==> config.mk <==
export PLATFORM = sky130hd
export DESIGN_NAME = be_flat
export DESIGN_NICKNAME = d
export VERILOG_FILES = /design/src/rtl/be_if.sv /design/src/rtl/be.sv /design/src/flat_wrapper.sv
export SDC_FILE = /design/constraint.sdc
export NUM_CORES = 1
export LEC_CHECK = 0
export CORE_MARGIN = 8
export CORE_UTILIZATION = 21
export CTS_CLUSTER_SIZE = 20
export DETAILED_ROUTE_END_ITERATION = 10
export PLACE_DENSITY_LB_ADDON = 0.25
export REMOVE_ABC_BUFFERS = 1
export SYNTH_ARGS = -nofsm -noshare
export SYNTH_HDL_FRONTEND = slang
export SYNTH_SLANG_ARGS = --single-unit
==> constraint.sdc <==
create_clock -name clk -period 2.65 [get_ports clk]
set_input_delay 0.795 -clock clk [delete_from_list [all_inputs] [get_ports clk]]
set_output_delay 0.795 -clock clk [all_outputs]
set_load 0.005 [all_outputs]
==> src/rtl/be_if.sv <==
// Store-path bus between the E stage and the byte-enable unit.
interface be_if;
  logic [31:0] Address;
  logic [2:0]  MemOpE;
  logic        MemWriteE;
  logic [31:0] Mem_data;
  logic [3:0]  m_data_byteen;
  logic [31:0] fixed_Mem_data;
  logic        misalign;
  logic        misalign_sticky;

  modport master (
    output Address, MemOpE, MemWriteE, Mem_data,
    input  m_data_byteen, fixed_Mem_data, misalign, misalign_sticky
  );

  modport slave (
    input  Address, MemOpE, MemWriteE, Mem_data,
    output m_data_byteen, fixed_Mem_data, misalign, misalign_sticky
  );
endinterface

==> src/rtl/be.sv <==
// Store byte-enable generator: lane enables, lane-aligned data and misalignment flags.
// Outputs are combinational except misalign_sticky, which latches any misaligned store until reset.
module be (
  input  logic clk,
  input  logic reset,
  be_if.slave  bus
);

  localparam logic [2:0] OP_WORD = 3'd0;
  localparam logic [2:0] OP_HALF = 3'd1;
  localparam logic [2:0] OP_BYTE = 3'd2;

  logic [1:0]  addr_lo;
  logic [3:0]  lanes;
  logic        bad_align;
  logic [31:0] lane_data;
  logic        sticky;
  logic        unused_addr_hi;

  assign addr_lo        = bus.Address[1:0];
  assign unused_addr_hi = ^bus.Address[31:2];

  // Lane/data decode ignores MemWriteE; the write gate is applied afterwards.
  always_comb begin
    lanes     = 4'b0000;
    bad_align = 1'b0;
    lane_data = bus.Mem_data;
    case (bus.MemOpE)
      OP_WORD: begin
        if (addr_lo == 2'd0) lanes = 4'b1111;
        else                 bad_align = 1'b1;
      end
      OP_HALF: begin
        lane_data = addr_lo[1] ? {bus.Mem_data[15:0], 16'h0000}
                               : {16'h0000, bus.Mem_data[15:0]};
        if (addr_lo[0]) bad_align = 1'b1;
        else            lanes = addr_lo[1] ? 4'b1100 : 4'b0011;
      end
      OP_BYTE: begin
        lane_data = {24'h000000, bus.Mem_data[7:0]} << {addr_lo, 3'b000};
        lanes     = 4'b0001 << addr_lo;
      end
      default: begin
        lanes     = 4'b0000;
        bad_align = 1'b0;
      end
    endcase
  end

  assign bus.m_data_byteen   = bus.MemWriteE ? lanes : 4'b0000;
  assign bus.fixed_Mem_data  = lane_data;
  assign bus.misalign        = bus.MemWriteE & bad_align;
  assign bus.misalign_sticky = sticky;

  always_ff @(posedge clk) begin
    if (reset) sticky <= 1'b0;
    else       sticky <= sticky | bus.misalign;
  end

endmodule

==> src/flat_wrapper.sv <==
// flat-port wrapper written by rule: the top's interface ports become plain ports
module be_flat 
  (clk, reset, bus_Address, bus_MemOpE, bus_MemWriteE, bus_Mem_data, bus_m_data_byteen, bus_fixed_Mem_data, bus_misalign, bus_misalign_sticky);
  be_if bus_i ();
  input  logic clk;
  input  logic reset;
  input wire logic [$bits(bus_i.Address)-1:0] bus_Address;
  input wire logic [$bits(bus_i.MemOpE)-1:0] bus_MemOpE;
  input wire logic [$bits(bus_i.MemWriteE)-1:0] bus_MemWriteE;
  input wire logic [$bits(bus_i.Mem_data)-1:0] bus_Mem_data;
  output wire logic [$bits(bus_i.m_data_byteen)-1:0] bus_m_data_byteen;
  output wire logic [$bits(bus_i.fixed_Mem_data)-1:0] bus_fixed_Mem_data;
  output wire logic [$bits(bus_i.misalign)-1:0] bus_misalign;
  output wire logic [$bits(bus_i.misalign_sticky)-1:0] bus_misalign_sticky;
  assign bus_i.Address = bus_Address;
  assign bus_i.MemOpE = bus_MemOpE;
  assign bus_i.MemWriteE = bus_MemWriteE;
  assign bus_i.Mem_data = bus_Mem_data;
  assign bus_m_data_byteen = bus_i.m_data_byteen;
  assign bus_fixed_Mem_data = bus_i.fixed_Mem_data;
  assign bus_misalign = bus_i.misalign;
  assign bus_misalign_sticky = bus_i.misalign_sticky;
  be u_core (.clk(clk), .reset(reset), .bus(bus_i));
endmodule
==> flow_summary.yaml <==
outcome:
  status: "finished with violations"
  violations: "negative setup slack"
drt:
  dr.pass1.iters: 4
  drt_iter0_drc: 24
  wl_per_cell_um: 18.6
  drtAntennaViolNets: 0
  vias: 1085
  drt_wl_total_um: 3930
  drc_errors: 0
  viasPerCell: 5.14
final_layout:
  mostFrequentLayoutCell: "buf_2"
  layout_common_cells: "36 x buf_2, 35 x clkdlybuf4s50_1, 16 x a22o_1, 16 x buf_6, 15 x buf_4"
  largest_register_ffs: 1
  drive_gt1_share_pct: 53.3
  area_delta_synth_final_pct: 167
  nets: 252
  antenna_cells: 0
  nFillCells: 257
  fin_cells: 211
sta:
  setup_viol: 13
  max-slew-margin-rel_pct: 79.7
  hold_viol: 0
  worst_slew_pin_slew_ps: 304
  slew_viol_final: 0
  fin_crit_sh_pct: 104
  setup_ws_ps: -103
  clock.fmax_mhz: 363
  clock_skew_ps: 0
  fin_crit_ps: 2750
  rsz0062_at_grt: "yes"
pwr:
  switching_share_pct: 37.0
  power_switching_uw: 104
  internal-power_uw: 178
  p_leak_uw: 0.000767
  seq_power_share_pct: 5.8
  power_density_mw_per_mm2: 174
  max-vdd-ir-drop_v: 0.0000932
  power.share.combinational_pct: 94.2
  p_clk_share_pct: 0
  totalPowerFinal_uw: 282
clock_network:
  ctsHoldBuffers: 0
  insertion_delay_ps: 0
  path_clk_slew_ps: 0
floorplanning:
  ios: 108
  die_y_um: 69.9
  die_area_mm2: 0.00488
  die_w_um: 69.9
  design.core.area_mm2: 0.00276
  rows: 19
  start_util_pct: 22.1
setup_path:
  cp.arrival_ps: 1960
  cp-end-kind: "output port"
  worstSetupPathType: "in -> out"
  startpoint_type: "input port"
  crit_fanout: 5
  cp.required_ps: 1860
synthesis:
  synth_top_family_by_area: "compound AO/OA/AOI/OAI gates"
  synthMuxAreaShare_pct: 1.64
  synth-compound-area-share_pct: 60.6
  synth_seq_cells: 1
  synthXorXnorAreaFrac_pct: 1.44
  synth_edf_count: 0
  yosysTopAreaCell: "a22o_1"
  synthAdderAreaFrac_pct: 0
  ys_top_cells_by_area: "a22o_1 23%, a221o_1 13%, a21boi_0 9.9%"
  yosys.area_share.simple_pct: 27.1
  async_flop_share_pct: 0
  ys_types: 34
  ys.flop_type: "dfxtp_1"
  ys_seq_area_share_pct: 3.29
  synthCells: 75
  syn_area_um2: 609
  synth_top_area_share_pct: 23.0
  ys_warn_count: 0
  syn_area_per_cell_um2: 8.12
job:
  cap_viol_max_count: 0
global_route:
  grt_overflow: 0
  grt_pass1_vias: 1239
  grt_start_max_net_pins: 10
  antenna_found_initial: 0
  grt_usage_pct: 14.0
  grt_pass1_wl_um: 5930
place:
  place_congestion: 0.765
  portBuffers: 77
  dpl.cell_count: 192
  pre_cts_ws_ps: -942
  place_hpwl_um: 2890
hold_path:
  hold_class: "reg -> reg"
area by class of cell:
class | instances | area [um^2] | share of cell area (%)
Inverter | 3 | 11.3 | 0.693
Tap cell | 31 | 38.8 | 2.39
Timing Repair Buffer | 108 | 897 | 55.2
Sequential cell | 1 | 20.0 | 1.23
Multi-Input combinational cell | 68 | 658 | 40.5
power groups by stage:
stage / Sequential, uW / Clock, uW / Combinational (uW)
2_1_floorplan: 16.4 / 0 / 72.4
3_3_place_gp: 16.3 / 0 / 249
3_5_place_dp: 16.4 / 0 / 252
4_1_cts: 16.3 / 0 / 256
5_1_grt: 16.4 / 0 / 283
6_report: 16.4 / 0 / 266
per-stage QoR:
| step | util [%] | hold slack [ps] | area [um^2] | TNS (ps) |
|---|---|---|---|---|
| 3_5_place_dp | 54.1 | 481 | 1490 | -30740 |
| 2_1_floorplan | - | 472 | 584 | 0 |
| 4_1_cts | 58.1 | 478 | 1600 | -1250 |
| 6_report | 58.9 | 475 | 1630 | -945 |
| 3_3_place_gp | 54.1 | 457 | 1490 | -30000 |
| 5_1_grt | 58.9 | 495 | 1630 | -1390 |
synthesized netlist by cell type, drive strengths merged, types with 2 or more instances:
cell / n
nor3: 3
buf: 3
and2: 8
a22o: 16
a21boi: 8
nand2b: 3
inv: 3
nor2: 3
a21oi: 2
nand2: 2
a221o: 8
per-layer routing:
layer / vias up / GRT usage (%) / part of all wire [%]
met5: - / 0 / 0
met3: 2 / 4.38 / 8.2
met4: 0 / 0 / 0.43
li1: 526 / - / -
met1: 504 / 15.2 / 40
met2: 53 / 27.0 / 51
worst max-delay path: stages:
cell and delay [ps]:
buf_6 90, buf_6 120, nand2b_4 160, a21o_4 250, buf_6 120, a221o_1 290, buf_2 130
logic make-up (layout without fill, tap and decap cells):
| kind of cell | Yosys count | after routing |
|---|---|---|
| AND/OR/NAND/NOR | 24 | 24 |
| flip-flops | 1 | 1 |
| AO/OA/AOI/OAI | 41 | 42 |
| XOR/XNOR | 1 | 1 |
| buffers and inverters | 7 | 111 |
| multiplexers | 1 | 1 |
final timing paths:
| check | startpoint | end | slack, ps | depth (start not counted) |
|---|---|---|---|---|
| max reg2reg | u_core.bus.misalign_sticky$_SDFF_PP0_ | u_core.bus.misalign_sticky$_SDFF_PP0_ | 2070 | 1 |
| max | bus_MemOpE[1] | bus_fixed_Mem_data[28] | -100 | 7 |
| min reg2reg | u_core.bus.misalign_sticky$_SDFF_PP0_ | u_core.bus.misalign_sticky$_SDFF_PP0_ | 480 | 1 |
| min | u_core.bus.misalign_sticky$_SDFF_PP0_ | u_core.bus.misalign_sticky$_SDFF_PP0_ | 480 | 1 |
what timing repair did:
| item | 4_1_cts | 5_1_grt |
|---|---|---|
| pin swaps | 26 | 13 |
| endpoints found under the setup margin | 37 | 35 |
| hold endpoints to repair | 0 | 0 |
| gates cloned | 1 | 0 |
| gates resized for setup | 203 | 15 |
| setup buffers | 19 | 3 |
Note: power is estimated with default switching activity, not from simulation.
